## config.mk

```make
export PLATFORM = sky130hd
export DESIGN_NAME = alu_arbiter_flat
export DESIGN_NICKNAME = d
export VERILOG_FILES = /design/src/rtl/alu_pkg.sv /design/src/rtl/alu_arbiter_if.sv /design/src/rtl/alu_arbiter_rr_arb2.sv /design/src/rtl/alu_arbiter.sv /design/src/flat_wrapper.sv
export SDC_FILE = /design/constraint.sdc
export NUM_CORES = 1
export LEC_CHECK = 0
export CORE_AREA = 2 2 109 111
export CTS_CLUSTER_DIAMETER = 50
export DETAILED_ROUTE_END_ITERATION = 16
export DIE_AREA = 0 0 111 113
export GPL_TIMING_DRIVEN = 0
export PLACE_DENSITY_LB_ADDON = 0.25
export SETUP_SLACK_MARGIN = 0.15
export SYNTH_ARGS = -nofsm -noshare
export SYNTH_HDL_FRONTEND = slang
export SYNTH_SLANG_ARGS = --single-unit
export TNS_END_PERCENT = 1
```

## constraint.sdc

```tcl
create_clock -name clk -period 3.2 [get_ports clk]
set_clock_uncertainty 0.2 [all_clocks]
set_input_delay 0.64 -clock clk [delete_from_list [all_inputs] [get_ports clk]]
set_output_delay 0.64 -clock clk [all_outputs]
set_load 0.005 [all_outputs]
```

## src/rtl/alu_pkg.sv

```systemverilog
// -----------------------------------------------------------------------------
// alu_pkg
// Shared definitions for the ALU arbiter slice: default widths, ALU op-codes,
// the requester id type and the result-slot state encoding.
// No ports (package).
// -----------------------------------------------------------------------------
package alu_pkg;

    localparam int XLEN_DEF = 32;
    localparam int OPW_DEF  = 3;

    // ALU op-codes
    localparam logic [2:0] OP_ADD  = 3'd0;
    localparam logic [2:0] OP_SLL  = 3'd1;
    localparam logic [2:0] OP_SLT  = 3'd2;
    localparam logic [2:0] OP_SLTU = 3'd3;
    localparam logic [2:0] OP_XOR  = 3'd4;
    localparam logic [2:0] OP_SR   = 3'd5;
    localparam logic [2:0] OP_OR   = 3'd6;
    localparam logic [2:0] OP_AND  = 3'd7;

    // Requester id: 0 = execute, 1 = address/branch calc
    typedef logic port_id_t;

    // Result-slot states
    localparam logic [0:0] SLOT_EMPTY = 1'b0;
    localparam logic [0:0] SLOT_FULL  = 1'b1;

endpackage

```

## src/rtl/alu_arbiter_if.sv

```systemverilog
// -----------------------------------------------------------------------------
// alu_arbiter_if
// Bundles the two requester handshakes, the shared response bus and the ALU
// operand/result wires seen by alu_arbiter.
//   slave  : arbiter view (takes requests, drives ready/response and ALU inputs)
//   master : requester + ALU view (drives requests, response ready, ALU result)
// -----------------------------------------------------------------------------
interface alu_arbiter_if
    import alu_pkg::*;
#(
    parameter int XLEN = XLEN_DEF,
    parameter int OPW  = OPW_DEF
);
    // requester 0
    logic            req0_valid;
    logic            req0_ready;
    logic [XLEN-1:0] req0_a;
    logic [XLEN-1:0] req0_b;
    logic [OPW-1:0]  req0_op;
    logic            req0_mod;
    // requester 1
    logic            req1_valid;
    logic            req1_ready;
    logic [XLEN-1:0] req1_a;
    logic [XLEN-1:0] req1_b;
    logic [OPW-1:0]  req1_op;
    logic            req1_mod;
    // responses (shared result bus)
    logic            rsp0_valid;
    logic            rsp0_ready;
    logic            rsp1_valid;
    logic            rsp1_ready;
    logic [XLEN-1:0] rsp_res;
    // ALU
    logic [XLEN-1:0] alu_a;
    logic [XLEN-1:0] alu_b;
    logic [OPW-1:0]  alu_op;
    logic            alu_mod;
    logic [XLEN-1:0] alu_res;

    modport slave (
        input  req0_valid, req0_a, req0_b, req0_op, req0_mod,
        input  req1_valid, req1_a, req1_b, req1_op, req1_mod,
        output req0_ready, req1_ready,
        output rsp0_valid, rsp1_valid, rsp_res,
        input  rsp0_ready, rsp1_ready,
        output alu_a, alu_b, alu_op, alu_mod,
        input  alu_res
    );

    modport master (
        output req0_valid, req0_a, req0_b, req0_op, req0_mod,
        output req1_valid, req1_a, req1_b, req1_op, req1_mod,
        input  req0_ready, req1_ready,
        input  rsp0_valid, rsp1_valid, rsp_res,
        output rsp0_ready, rsp1_ready,
        input  alu_a, alu_b, alu_op, alu_mod,
        output alu_res
    );

endinterface

```

## src/rtl/alu_arbiter_rr_arb2.sv

```systemverilog
// -----------------------------------------------------------------------------
// rr_arb2
// Two-way round-robin arbiter with its own last-grant state.
// Ports:
//   clk, rst            clock, async active-high reset
//   valid0_i, valid1_i  requests
//   enable_i            granting allowed this cycle
//   grant0_o, grant1_o  one-hot (or zero) grant, combinational
// last_grant resets to 1 so port 0 wins the first tie, and only moves when a
// grant is actually issued (a withdrawn request leaves it untouched).
// -----------------------------------------------------------------------------
module rr_arb2
    import alu_pkg::*;
(
    input  logic clk,
    input  logic rst,
    input  logic valid0_i,
    input  logic valid1_i,
    input  logic enable_i,
    output logic grant0_o,
    output logic grant1_o
);

    port_id_t last_q, last_d;

    always_comb begin
        // on a tie, the port that was not granted last goes first
        grant0_o = enable_i & valid0_i & (~valid1_i | last_q);
        grant1_o = enable_i & valid1_i & (~valid0_i | ~last_q);
        last_d   = last_q;
        if (grant0_o)      last_d = 1'b0;
        else if (grant1_o) last_d = 1'b1;
    end

    always_ff @(posedge clk or posedge rst) begin
        if (rst) last_q <= 1'b1;
        else     last_q <= last_d;
    end

endmodule

```

## src/rtl/alu_arbiter.sv

```systemverilog
// -----------------------------------------------------------------------------
// alu_arbiter
// Shares one combinational ALU between requester 0 (execute) and requester 1
// (address/branch calc). Round-robin grant, operands muxed to the ALU, result
// captured into a single output slot tagged with its owner and handed back
// under valid/ready. A slot drain and a new grant may happen in the same
// cycle, so throughput is one result per cycle.
// Ports:
//   clk, rst     clock, async active-high reset
//   bus          alu_arbiter_if.slave (requests, responses, ALU wires)
//   grant0_cnt, grant1_cnt, stall_cnt   (only with ALU_ARB_PERF_EN defined)
//                grants per port and cycles with a request but no grant
// Optional feature macro: ALU_ARB_PERF_EN
// -----------------------------------------------------------------------------
module alu_arbiter
    import alu_pkg::*;
#(
    parameter int XLEN = XLEN_DEF,
    parameter int OPW  = OPW_DEF
) (
    input  logic         clk,
    input  logic         rst,
    alu_arbiter_if.slave bus
`ifdef ALU_ARB_PERF_EN
    ,
    output logic [31:0]  grant0_cnt,
    output logic [31:0]  grant1_cnt,
    output logic [31:0]  stall_cnt
`endif
);

    logic [0:0]      state_q, state_d;
    port_id_t        owner_q, owner_d;
    logic [XLEN-1:0] res_q, res_d;

    logic            owner_rdy;
    logic            drain;
    logic            can_grant;
    logic            grant0, grant1;
    logic [OPW-1:0]  op_sel;

    // The slot frees up this cycle if its owner is taking the result.
    always_comb begin
        owner_rdy = owner_q ? bus.rsp1_ready : bus.rsp0_ready;
        drain     = (state_q == SLOT_FULL) & owner_rdy;
        can_grant = (state_q == SLOT_EMPTY) | drain;
    end

    rr_arb2 u_arb (
        .clk      (clk),
        .rst      (rst),
        .valid0_i (bus.req0_valid),
        .valid1_i (bus.req1_valid),
        .enable_i (can_grant),
        .grant0_o (grant0),
        .grant1_o (grant1)
    );

    assign bus.req0_ready = grant0;
    assign bus.req1_ready = grant1;

    // Operand mux: port 0 is the idle default so the ALU sees stable inputs.
    always_comb begin
        op_sel      = grant1 ? bus.req1_op  : bus.req0_op;
        bus.alu_a   = grant1 ? bus.req1_a   : bus.req0_a;
        bus.alu_b   = grant1 ? bus.req1_b   : bus.req0_b;
        bus.alu_mod = grant1 ? bus.req1_mod : bus.req0_mod;
        bus.alu_op  = op_sel;
    end

    // Slot FSM: a grant always (re)fills the slot, even while draining.
    always_comb begin
        state_d = state_q;
        owner_d = owner_q;
        res_d   = res_q;
        if (grant0 | grant1) begin
            state_d = SLOT_FULL;
            owner_d = grant1;
            res_d   = bus.alu_res;
        end else if (drain) begin
            state_d = SLOT_EMPTY;
        end
    end

    always_ff @(posedge clk or posedge rst) begin
        if (rst) begin
            state_q <= SLOT_EMPTY;
            owner_q <= 1'b0;
            res_q   <= '0;
        end else begin
            state_q <= state_d;
            owner_q <= owner_d;
            res_q   <= res_d;
        end
    end

    assign bus.rsp0_valid = (state_q == SLOT_FULL) & ~owner_q;
    assign bus.rsp1_valid = (state_q == SLOT_FULL) &  owner_q;
    assign bus.rsp_res    = res_q;

`ifdef ALU_ARB_PERF_EN
    logic [31:0] g0_cnt_q, g1_cnt_q, st_cnt_q;

    always_ff @(posedge clk or posedge rst) begin
        if (rst) begin
            g0_cnt_q <= '0;
            g1_cnt_q <= '0;
            st_cnt_q <= '0;
        end else begin
            if (grant0) g0_cnt_q <= g0_cnt_q + 32'd1;
            if (grant1) g1_cnt_q <= g1_cnt_q + 32'd1;
            if ((bus.req0_valid | bus.req1_valid) & ~(grant0 | grant1))
                st_cnt_q <= st_cnt_q + 32'd1;
        end
    end

    assign grant0_cnt = g0_cnt_q;
    assign grant1_cnt = g1_cnt_q;
    assign stall_cnt  = st_cnt_q;
`endif

endmodule

```

## src/flat_wrapper.sv

```systemverilog
// flat-port wrapper written by rule: the top's interface ports become plain ports
module alu_arbiter_flat import alu_pkg::*;
#(
    parameter int XLEN = XLEN_DEF,
    parameter int OPW  = OPW_DEF
)
  (clk, rst, bus_req0_valid, bus_req0_a, bus_req0_b, bus_req0_op, bus_req0_mod, bus_req1_valid, bus_req1_a, bus_req1_b, bus_req1_op, bus_req1_mod, bus_req0_ready, bus_req1_ready, bus_rsp0_valid, bus_rsp1_valid, bus_rsp_res, bus_rsp0_ready, bus_rsp1_ready, bus_alu_a, bus_alu_b, bus_alu_op, bus_alu_mod, bus_alu_res);
  alu_arbiter_if #(.XLEN(XLEN), .OPW(OPW)) bus_i ();
  input  logic clk;
  input  logic rst;
  input wire logic [$bits(bus_i.req0_valid)-1:0] bus_req0_valid;
  input wire logic [$bits(bus_i.req0_a)-1:0] bus_req0_a;
  input wire logic [$bits(bus_i.req0_b)-1:0] bus_req0_b;
  input wire logic [$bits(bus_i.req0_op)-1:0] bus_req0_op;
  input wire logic [$bits(bus_i.req0_mod)-1:0] bus_req0_mod;
  input wire logic [$bits(bus_i.req1_valid)-1:0] bus_req1_valid;
  input wire logic [$bits(bus_i.req1_a)-1:0] bus_req1_a;
  input wire logic [$bits(bus_i.req1_b)-1:0] bus_req1_b;
  input wire logic [$bits(bus_i.req1_op)-1:0] bus_req1_op;
  input wire logic [$bits(bus_i.req1_mod)-1:0] bus_req1_mod;
  output wire logic [$bits(bus_i.req0_ready)-1:0] bus_req0_ready;
  output wire logic [$bits(bus_i.req1_ready)-1:0] bus_req1_ready;
  output wire logic [$bits(bus_i.rsp0_valid)-1:0] bus_rsp0_valid;
  output wire logic [$bits(bus_i.rsp1_valid)-1:0] bus_rsp1_valid;
  output wire logic [$bits(bus_i.rsp_res)-1:0] bus_rsp_res;
  input wire logic [$bits(bus_i.rsp0_ready)-1:0] bus_rsp0_ready;
  input wire logic [$bits(bus_i.rsp1_ready)-1:0] bus_rsp1_ready;
  output wire logic [$bits(bus_i.alu_a)-1:0] bus_alu_a;
  output wire logic [$bits(bus_i.alu_b)-1:0] bus_alu_b;
  output wire logic [$bits(bus_i.alu_op)-1:0] bus_alu_op;
  output wire logic [$bits(bus_i.alu_mod)-1:0] bus_alu_mod;
  input wire logic [$bits(bus_i.alu_res)-1:0] bus_alu_res;
  assign bus_i.req0_valid = bus_req0_valid;
  assign bus_i.req0_a = bus_req0_a;
  assign bus_i.req0_b = bus_req0_b;
  assign bus_i.req0_op = bus_req0_op;
  assign bus_i.req0_mod = bus_req0_mod;
  assign bus_i.req1_valid = bus_req1_valid;
  assign bus_i.req1_a = bus_req1_a;
  assign bus_i.req1_b = bus_req1_b;
  assign bus_i.req1_op = bus_req1_op;
  assign bus_i.req1_mod = bus_req1_mod;
  assign bus_req0_ready = bus_i.req0_ready;
  assign bus_req1_ready = bus_i.req1_ready;
  assign bus_rsp0_valid = bus_i.rsp0_valid;
  assign bus_rsp1_valid = bus_i.rsp1_valid;
  assign bus_rsp_res = bus_i.rsp_res;
  assign bus_i.rsp0_ready = bus_rsp0_ready;
  assign bus_i.rsp1_ready = bus_rsp1_ready;
  assign bus_alu_a = bus_i.alu_a;
  assign bus_alu_b = bus_i.alu_b;
  assign bus_alu_op = bus_i.alu_op;
  assign bus_alu_mod = bus_i.alu_mod;
  assign bus_i.alu_res = bus_alu_res;
  alu_arbiter #(.XLEN(XLEN), .OPW(OPW)) u_core (.clk(clk), .rst(rst), .bus(bus_i));
endmodule
```

==> insert_results.sql <==
INSERT INTO impl_metrics (metric_group, metric, value, unit) VALUES
('drt', 'dr_total_vias', '2478', ''),
('floorplanning', 'fp.dieArea', '12500', 'um2'),
('global_routing', 'grt_use_total', '15.5', '%'),
('floorplanning', 'dieWidth', '111', 'um'),
('clock_network', 'cts_htree_levels', '2', ''),
('worst_setup_path', 'cp_slowest_stage_delay', '0.33', 'ns'),
('synthesis', 'synthTopCellsByArea', 'mux2_2 49%, dfrtp_1 38%, buf_6 5.0%', ''),
('worst_setup_path', 'critPathTopFamily', 'buffers and inverters', ''),
('drt', 'drt-pass1-iter-count', '4', ''),
('sta', 'timing.fmax', '0.318', 'GHz'),
('synthesis', 'synth.yosys.seq_area_share', '39.1', '%'),
('drt', 'drtIter0Drc', '54', ''),
('final_layout', 'multiInputGateArea', '1260', 'um2'),
('placement', 'port_buffers', '277', ''),
('placement', 'place.gp.congestion', '0.830', ''),
('global_routing', 'grt_first_pass_wirelength', '15.4', 'mm'),
('worst_setup_path', 'critPathKind', 'in2out', ''),
('outcome', 'run_status', 'completed', ''),
('final_layout', 'area.growth.synth_to_final', '148', '%'),
('sta', 'timing.final.crit_period', '3.14', 'ns'),
('global_routing', 'grt_max_degree', '36', ''),
('final_layout', 'drive_above_1_share', '29.7', '%'),
('synthesis', 'ys_warn_count', '0', ''),
('worst_setup_path', 'r2r-start', 'u_core.owner_q', ''),
('sta', 'final-hold-violation-count', '0', ''),
('worst_setup_path', 'rrSetupSlack', '1.38', 'ns'),
('worst_setup_path', 'critical_path_depth', '8', ''),
('global_routing', 'global_route.overflow_total', '0', ''),
('drt', 'avgViaCountPerCell', '4.15', ''),
('power', 'cellLeakagePower', '2.51', 'nW'),
('sta', 'setup_viol', '0', ''),
('worst_setup_path', 'setup.worst_path.end', 'bus_alu_a[10]', ''),
('final_layout', 'final_net_count', '627', ''),
('synthesis', 'net_count_of_the_mapped_netlist', '337', ''),
('worst_setup_path', 'reg2reg_to', 'u_core.bus.rsp_res[30]', ''),
('floorplanning', 'core-area', '11300', 'um2'),
('floorplanning', 'num_rows', '39', ''),
('power', 'totalPowerFinal', '0.00242', 'W'),
('floorplanning', 'chipHeight', '113', 'um'),
('clock_network', 'clock_latency', '0.27', 'ns'),
('worst_setup_path', 'slowest_stage', 'mux2_2', ''),
('synthesis', 'synthDistinctLibCells', '17', ''),
('global_routing', 'antenna_found_initial', '0', ''),
('worst_setup_path', 'critPathLaunch', 'bus_req1_valid', ''),
('worst_setup_path', 'cp.arrival', '2.30', 'ns'),
('drt', 'routed_wire_length_per_instance', '17.6', 'um'),
('global_routing', 'grt_pass1_vias', '2742', ''),
('placement', 'place.detailed.hpwl', '8.60', 'mm'),
('synthesis', 'number_of_synthesized_register_bits', '35', ''),
('drt', 'remaining_drc_errors', '0', ''),
('final_layout', 'antenna_cells_inserted', '0', ''),
('worst_setup_path', 'ff2ff_path_depth', '4', ''),
('clock_network', 'cts_made_buffers', '5', ''),
('final_layout', 'postLayoutCellArea', '5570', 'um2'),
('worst_setup_path', 'critical_path_endpoint_category', 'output pin', ''),
('synthesis', 'post_synth_instance_area', '2250', 'um2'),
('floorplanning', 'boundaryPins', '278', ''),
('worst_setup_path', 'buf_inv_on_cp', '5', ''),
('worst_setup_path', 'worst_ep_required_time', '2.36', 'ns'),
('sta', 'transition_time_of_the_tightest_slew_check_pin', '0.739', 'ns'),
('clock_network', 'clk_slew_on_worst_s_h_paths', '0.05', 'ns'),
('synthesis', 'syn_avg_cell_area', '13.8', 'um2'),
('job', 'maxCapViolCount', '0', ''),
('drt', 'routed_wirelength', '10.5', 'mm'),
('synthesis', 'synth_largest_type_area_fraction', '49.1', '%'),
('power', 'worst_ir_drop_vdd', '0.312', 'mV'),
('clock_network', 'cts_buffer_depth', '2', ''),
('sta', 'timing.final.crit_share', '98.2', '%'),
('synthesis', 'synthesis.instances', '163', ''),
('worst_setup_path', 'crit_path_start_kind', 'primary input', ''),
('floorplanning', 'starting_utilization_of_the_core_area', '19.9', '%');
-- stage by stage --
| stage | hold WS (ns) | std cells | utilization, % | setup slack (ns) | setup TNS [ns] |
|---|---|---|---|---|---|
| floorplan | 0.248 | 163 | - | 0.733 | 0 |
| global placement | 0.264 | 583 | 46.1 | -0.383 | -23.13 |
| detailed placement | 0.283 | 583 | 46.1 | -0.404 | -25.01 |
| CTS | 0.295 | 597 | 48.6 | 0.0370 | 0 |
| global route | 0.315 | 597 | 49.4 | 0.00427 | 0 |
| finish | 0.289 | 597 | 49.4 | 0.0568 | 0 |
-- per-layer routing --
| metal | share of wire [%] | global-route usage, % |
|---|---|---|
| met5 | 0 | 0 |
| met2 | 53 | 28.2 |
| met4 | 0.42 | 2.42 |
| met1 | 40 | 18.4 |
| met3 | 7.1 | 4.77 |
-- sequential cells by signal (all words and copies together), names as in the netlist --
| signal | cells |
|---|---|
| u_core.state_q | 1 |
| u_core.u_arb.last_q | 1 |
| u_core.bus.rsp_res | 32 |
| u_core.owner_q | 1 |
-- area by class of cell --
cell class / count / area share, %
Tap cell: 143 / 3.21
Timing Repair Buffer: 283 / 52.7
Clock inverter: 1 / 0.135
Clock buffer: 7 / 2.74
Inverter: 3 / 0.202
Sequential cell: 35 / 15.7
Buffer: 10 / 2.67
Multi-Input combinational cell: 115 / 22.6
-- repair_timing --
item	CTS	global route
pin swaps	1	0
setup endpoints to repair	70	57
buffers inserted	4	0
cloned	2	0
gates resized for setup	51	62
hold buffers	0	0
-- placed cells by master (no fill, tap or decap), drive strengths merged --
cell,Yosys,layout
clkdlybuf4s50,0,205
mux2,100,100
dlymetal6s2s,0,37
dfrtp,34,34
dlygate4sd2,0,17
buf,10,16
clkdlybuf4s15,0,12
clkbuf,0,11
inv,3,3
nor2,2,2
a21oi,2,2
nand2,2,2
and2,2,2
bufbuf,0,2
mux2i,1,1
a21bo,1,1
a21boi,1,1
nor2b,1,1
o2bb2ai,1,1
o21ai,1,1
a21o,1,1
clkinvlp,0,1
dfstp,1,1
-- Yosys cell counts (all sizes together) --
| cell type | instances |
|---|---|
| a21bo | 1 |
| and2 | 2 |
| o21ai | 1 |
| buf | 10 |
| nand2 | 2 |
| a21boi | 1 |
| o2bb2ai | 1 |
| nor2 | 2 |
| mux2i | 1 |
| mux2 | 100 |
| a21oi | 2 |
| dfrtp | 34 |
| dfstp | 1 |
| inv | 3 |
| nor2b | 1 |
| a21o | 1 |
-- report_power, final --
part           internal, W  total (W)  switching, W
Sequential        0.000567   0.000637     0.0000708
Clock             0.000331   0.000511      0.000181
Combinational     0.000895    0.00127      0.000371
Total              0.00179    0.00242      0.000623
-- cell families (layout without fill, tap and decap cells) --
group                  after synthesis  count (layout)  share of synthesized area, %
muxes                              101             101                          50.8
and+or+nand+nor                      7               7                          1.50
AOI/OAI and AO/OA                    7               7                          3.18
DFF                                 35              35                          39.1
buffers and inverters               13             304                          5.52
-- worst min-delay path by stage --
stage	end	cells past startpoint	slack (ns)	start
6_report	u_core.bus.rsp_res[14]	1	0.29	u_core.bus.rsp_res[14]
3_3_place_gp	u_core.u_arb.last_q	2	0.26	u_core.u_arb.last_q
2_1_floorplan	u_core.u_arb.last_q	2	0.25	u_core.u_arb.last_q
3_5_place_dp	u_core.bus.rsp_res[14]	1	0.28	u_core.bus.rsp_res[14]
5_1_grt	u_core.u_arb.last_q	2	0.31	u_core.u_arb.last_q
4_1_cts	u_core.bus.rsp_res[14]	1	0.30	u_core.bus.rsp_res[14]
Note: power is estimated with default switching activity, not from simulation.
